## src/rtl/ps2_pkg.sv

```systemverilog
// Shared definitions for the PS/2 host-to-device transmitter: state encoding,
// frame geometry and default line timing.
package ps2_pkg;

  typedef enum logic [2:0] {
    ST_IDLE,
    ST_INHIBIT,
    ST_START,
    ST_SEND,
    ST_ACK,
    ST_WAIT_IDLE
  } ps2_state_t;

  // Start, 8 data, parity, stop; the device ack arrives on the clock after the frame.
  localparam int FRAME_LEN   = 11;
  localparam int PARITY_EDGE = 9;
  localparam int STOP_EDGE   = 10;
  localparam int ACK_EDGE    = 11;

  // 100 us inhibit and 15 ms response window at 50 MHz.
  localparam int DEF_INHIBIT_CYC = 5000;
  localparam int DEF_TIMEOUT_CYC = 750000;

  function automatic logic odd_parity(input logic [7:0] d);
    return ~^d;
  endfunction

endpackage

```

## src/rtl/ps2_line_sync.sv

```systemverilog
// Two-flop synchroniser for one raw PS/2 line plus a falling-edge pulse taken
// from the synchronised level. Flops reset to 1, the idle level of the bus.
module ps2_line_sync (
  input  logic clk,
  input  logic rst_n,
  input  logic line_in,
  output logic line_sync,
  output logic fall
);

  logic meta_p0;
  logic sync_p1;
  logic prev_p2;

  always_ff @(posedge clk or negedge rst_n) begin
    if (!rst_n) begin
      meta_p0 <= 1'b1;
      sync_p1 <= 1'b1;
      prev_p2 <= 1'b1;
    end else begin
      meta_p0 <= line_in;
      sync_p1 <= meta_p0;
      prev_p2 <= sync_p1;
    end
  end

  assign line_sync = sync_p1;
  assign fall      = prev_p2 & ~sync_p1;

endmodule

```

## src/rtl/ps2_host_tx.sv

```systemverilog
// PS/2 host transmitter: inhibits the clock, issues a request-to-send, shifts a
// command byte out on device-generated clock edges and checks the device ack.
module ps2_host_tx
  import ps2_pkg::*;
#(
  parameter int INHIBIT_CYC = DEF_INHIBIT_CYC,
  parameter int TIMEOUT_CYC = DEF_TIMEOUT_CYC
) (
  input  logic       CLOCK_50,
  input  logic       resetn,
  input  logic       cmd_valid,
  input  logic [7:0] cmd_data,
  output logic       cmd_ready,
  input  logic       ps2_clk_in,
  input  logic       ps2_dat_in,
  output logic       ps2_clk_oe,
  output logic       ps2_dat_oe,
  output logic       tx_done,
  output logic       tx_error,
  output logic       busy
);

  localparam int INH_W  = $clog2(INHIBIT_CYC + 1);
  localparam int TMO_W  = $clog2(TIMEOUT_CYC + 2);
  localparam int EDGE_W = $clog2(FRAME_LEN + 1);

  ps2_state_t state, state_nxt;

  logic              clk_sync, clk_fall;
  logic              dat_sync, dat_fall_unused;
  logic [INH_W-1:0]  inh_cnt;
  logic [TMO_W-1:0]  tmo_cnt;
  logic [EDGE_W-1:0] edge_cnt;
  logic [EDGE_W-1:0] edge_idx;
  logic [8:0]        shreg;
  logic              dat_q;
  logic              done_nxt, err_nxt;
  logic              done_q, err_q;
  logic              inh_done, tmo_hit, active;

  ps2_line_sync u_clk_sync (
    .clk       (CLOCK_50),
    .rst_n     (resetn),
    .line_in   (ps2_clk_in),
    .line_sync (clk_sync),
    .fall      (clk_fall)
  );

  ps2_line_sync u_dat_sync (
    .clk       (CLOCK_50),
    .rst_n     (resetn),
    .line_in   (ps2_dat_in),
    .line_sync (dat_sync),
    .fall      (dat_fall_unused)
  );

  assign edge_idx = edge_cnt + EDGE_W'(1);
  assign inh_done = (inh_cnt == INH_W'(INHIBIT_CYC - 1));
  // >= so a timeout that lands while a state hands over is still honoured.
  assign tmo_hit  = (tmo_cnt >= TMO_W'(TIMEOUT_CYC - 1));
  assign active   = (state == ST_SEND) || (state == ST_ACK) || (state == ST_WAIT_IDLE);

  always_ff @(posedge CLOCK_50 or negedge resetn) begin
    if (!resetn) begin
      state  <= ST_IDLE;
      done_q <= 1'b0;
      err_q  <= 1'b0;
    end else begin
      state  <= state_nxt;
      done_q <= done_nxt;
      err_q  <= err_nxt;
    end
  end

  // Protocol progress takes priority; the timeout only fires when nothing advanced.
  always_comb begin
    state_nxt = state;
    done_nxt  = 1'b0;
    err_nxt   = 1'b0;
    unique case (state)
      ST_IDLE: begin
        if (cmd_valid) state_nxt = ST_INHIBIT;
      end
      ST_INHIBIT: begin
        if (inh_done) state_nxt = ST_START;
      end
      ST_START: begin
        state_nxt = ST_SEND;
      end
      ST_SEND: begin
        if (clk_fall && (edge_idx == EDGE_W'(STOP_EDGE))) begin
          state_nxt = ST_ACK;
        end else if (tmo_hit) begin
          state_nxt = ST_IDLE;
          err_nxt   = 1'b1;
        end
      end
      ST_ACK: begin
        if (clk_fall && (edge_idx == EDGE_W'(ACK_EDGE))) begin
          if (!dat_sync) begin
            state_nxt = ST_WAIT_IDLE;
          end else begin
            state_nxt = ST_IDLE;
            err_nxt   = 1'b1;
          end
        end else if (tmo_hit) begin
          state_nxt = ST_IDLE;
          err_nxt   = 1'b1;
        end
      end
      ST_WAIT_IDLE: begin
        if (clk_sync && dat_sync) begin
          state_nxt = ST_IDLE;
          done_nxt  = 1'b1;
        end else if (tmo_hit) begin
          state_nxt = ST_IDLE;
          err_nxt   = 1'b1;
        end
      end
      default: state_nxt = ST_IDLE;
    endcase
  end

  always_ff @(posedge CLOCK_50 or negedge resetn) begin
    if (!resetn) begin
      inh_cnt  <= '0;
      tmo_cnt  <= '0;
      edge_cnt <= '0;
      dat_q    <= 1'b0;
    end else begin
      inh_cnt <= (state == ST_INHIBIT) ? inh_cnt + INH_W'(1) : '0;

      if (state == ST_START)  tmo_cnt <= '0;
      else if (active)        tmo_cnt <= tmo_cnt + TMO_W'(1);

      if (state == ST_START) begin
        edge_cnt <= '0;
      end else if (clk_fall && ((state == ST_SEND) || (state == ST_ACK))) begin
        edge_cnt <= edge_idx;
      end

      // dat_q holds the start bit low until the first device clock falls.
      if (state == ST_START) begin
        dat_q <= 1'b1;
      end else if ((state == ST_SEND) && clk_fall) begin
        dat_q <= (edge_idx <= EDGE_W'(PARITY_EDGE)) ? ~shreg[0] : 1'b0;
      end
    end
  end

  always_ff @(posedge CLOCK_50) begin
    if ((state == ST_IDLE) && cmd_valid) begin
      shreg <= {odd_parity(cmd_data), cmd_data};
    end else if ((state == ST_SEND) && clk_fall && (edge_idx <= EDGE_W'(PARITY_EDGE))) begin
      shreg <= {1'b0, shreg[8:1]};
    end
  end

  assign cmd_ready  = (state == ST_IDLE) && resetn;
  assign busy       = (state != ST_IDLE);
  assign ps2_clk_oe = (state == ST_INHIBIT) || (state == ST_START);
  assign ps2_dat_oe = (state == ST_START) || ((state == ST_SEND) && dat_q);
  assign tx_done    = done_q;
  assign tx_error   = err_q;

endmodule
```

## config.mk

```make
export PLATFORM = sky130hd
export DESIGN_NAME = ps2_host_tx
export DESIGN_NICKNAME = d
export VERILOG_FILES = /design/src/rtl/ps2_pkg.sv /design/src/rtl/ps2_line_sync.sv /design/src/rtl/ps2_host_tx.sv
export SDC_FILE = /design/constraint.sdc
export NUM_CORES = 1
export LEC_CHECK = 0
export BUFFER_PORTS_ARGS = -buffer_cell sky130_fd_sc_hd__clkbuf_2
export CORE_MARGIN = 2
export CORE_UTILIZATION = 35
export DETAILED_ROUTE_END_ITERATION = 10
export PLACE_DENSITY = 0.55
export SLEW_MARGIN = 20
export SYNTH_ARGS = -nofsm -noshare
export SYNTH_HDL_FRONTEND = slang
export SYNTH_SLANG_ARGS = --single-unit
```

## constraint.sdc

```tcl
create_clock -name CLOCK_50 -period 2.3 [get_ports CLOCK_50]
set_clock_uncertainty 0.1 [all_clocks]
set_input_delay 0.575 -clock CLOCK_50 [delete_from_list [all_inputs] [get_ports CLOCK_50]]
set_output_delay 0.575 -clock CLOCK_50 [all_outputs]
set_load 0.1 [all_outputs]
```

==> run summary <==
dpl hpwl - 4270 um
vias - 2366
Nets - 370
initial antenna violation count - 0
core footprint - 0.00859 sq mm
design area - 0.00367 sq mm
outcome - complete, no violations
pre-CTS setup slack - 0.162 ns
fill count - 850
measured slew at the worst slew-check pin - 0.620 ns
syn_nets - 333
maxcap violations - 0
unrepaired setup endpoints after global routing - no
placed instance area - 0.00341 sq mm
final design utilization - 0.427
asr flop ratio synth - 0.842
flop and latch count out of synthesis - 57
io pins - 19
total internal power - 1.72 mW
Post-Synth Adder-Cell Area - 0.0367
Post-synth EDFFs - 9
synth cell count leaders - dfrtp_1, nor2_1, nand2_1
drt via density - 5.13
share of cells above drive strength 1 - 0.218
H-Tree Depth - 3
Fmax - 456 MHz
sequential share of the synthesized area - 0.482
post-synthesis mux area share - 0.0327
CP max stage delay - 0.40 ns
CTS Buf Count - 9
Final min period - 2.19 ns
worst-path cell chain - buf_6, nor3_2, buf_4, and2_1, buf_12
WP data required - 1.62 ns
Routed WL - 6150 um
post-synthesis cell count - 311
maximum VDD drop - 0.330 mV
Slew Viols, Final - 0
Reg power frac - 0.478
DP Cell Count - 442
PD cells - 589 mW/mm^2
Die H - 97.6 um
post-synth cell types - 53
CTS root buf - clkbuf_8
# rows - 34
CP Capture Type - output port
WP data arrival - 1.52 ns
CTS tree - yes
n_diodes - 0
synth-to-layout area growth - 19.8%
Global Route Usage Sum - 0.137
Synth area leader - dfrtp_1
CP Launch Type - flop
Compound-Gate Fraction of Synth Area - 0.132
clock power share - 0.495
fin worst setup slack - 0.106 ns
synthesized cell area - 0.00306 sq mm
kind of critical path - reg -> out
CP Max Fanout - 4
total gr overflow - 0
Final period util - 0.954
largest family of logic cells by synthesized area - simple AND/OR/NAND/NOR gates
drt drc - 0
synth top area cells - dfrtp_1, edfxtp_1, xnor2_1, nor2_1, dfstp_2
vias in the first global route - 2259
Post-Route Setup TNS - 0 ns
Final Non-Filler Cells - 461
Critical-path top delay cell - dfrtp_1
post-synth top area share - 0.351
syn_area_per_cell - 9.85 sq um
largest net degree at the start of global routing - 49
PortBufs - 18
cell with the most instances after synthesis - dfrtp_1
Post-Synth Simple-Gate Area - 0.212
die area - 0.00952 sq mm
top_reg_cell synth - dfrtp_1
part of the power in combinational logic - 0.027
register area - 0.00148 sq mm
Multi-input gate area - 0.00154 sq mm
worst skew pair latency - 0.34 ns
Clock transition at path regs - 0.07 ns
Hold Buf Count CTS - 0
clock sinks - 57
initial core utilization - 0.357
Final Hold Fails - 0
Routed WL per cell - 13.3 um
Net Sw Power - 0.441 mW
Horiz. Die Dim - 97.6 um
yosys warns - 0
leakage - 1.46 nW
switching share of power - 0.204
post-route ant nets - 0
Routability Congestion - 0.823
# setup viols final - 0
wire length of the first global-routing pass - 10600 um
TritonRoute pass-1 iters - 4
relative slew slack - 0.587
XOR/XNOR share of the synthesized area - 0.0829
iteration-0 DRC count of the detailed router - 43
Longest Clk Path Bufs - 2
Min-Delay Path Class - in -> reg
==> state kept, by name, indices dropped and copies added, names as in the netlist <==
name / count
u_clk_sync.meta_p0: 1
tmo_cnt: 20
inh_cnt: 13
u_clk_sync.prev_p2: 1
dat_q: 1
u_clk_sync.line_sync: 1
tx_error: 1
edge_cnt: 4
tx_done: 1
u_dat_sync.line_sync: 1
shreg: 9
state: 3
u_dat_sync.meta_p0: 1
==> cells in the final DEF, fill, tap and decap left out, types with 9 or more instances in the layout <==
cell type and instances:
dfrtp_1 41, nor2_1 39, nand2_1 27, o21ai_0 18, xnor2_1 17, buf_4 15
clkbuf_2 14, nand3_1 13, a21oi_1 13, xor2_1 12, clkbuf_8 11, ha_1 9
edfxtp_1 9
==> final timing paths <==
check	start	to	slack [ns]	cells after the start
max	state[1]	cmd_ready	0.11	5
min	ps2_dat_in	u_dat_sync.meta_p0	0.21	1
max reg2reg	state[1]	tmo_cnt[11]	0.14	7
min in group asynchronous	resetn	tmo_cnt[1]	0.23	2
max in group asynchronous	resetn	state[0]	1.40	2
min reg2reg	u_clk_sync.meta_p0	u_clk_sync.line_sync	0.26	0
==> stage by stage <==
stage	hold WS, ns	power [mW]
floorplan	0.179	1.08
global placement	0.246	1.11
detailed placement	0.247	1.11
CTS	0.190	2.19
global route	0.190	2.24
finish	0.210	2.16
==> routing by layer <==
layer	GRT usage	up-vias	wire, um
met3	0.0489	6	188
met1	0.175	1146	3010
met4	0.0534	0	59
met2	0.214	26	2890
li1	-	1188	-
met5	0	-	0
==> what timing repair did <==
action,4_1_cts,5_1_grt
setup buffers,3,0
setup endpoints to repair,3,3
resized for setup,3,4
==> cells by family after synthesis <==
kind of cell,Yosys count
xor+xnor,29
simple gates,127
flops,57
fa+ha+maj,9
mux,9
buf+inv,17
compound gates,63
==> critical path, delay by kind of cell (launching register included) <==
kind | cells | cell delay, ns
buffers and inverters | 3 | 0.45
flip-flops | 1 | 0.40
AND/OR/NAND/NOR | 2 | 0.32
==> cell type report <==
class,instances,share of cell area
Sequential cell,57,0.403
Clock buffer,13,0.0433
Tap cell,108,0.0368
Clock inverter,3,0.0177
Multi-Input combinational cell,237,0.419
Inverter,9,0.00954
Timing Repair Buffer,34,0.0705
==> power by group through the flow <==
stage	clock network (mW)	registers [mW]	logic (mW)
2_1_floorplan	0	1.05	0.0262
3_3_place_gp	0	1.05	0.0607
4_1_cts	1.10	1.03	0.0607
6_report	1.07	1.03	0.0586
5_1_grt	1.14	1.03	0.0670
3_5_place_dp	0	1.05	0.0605
(Power assumes the default switching activity.)
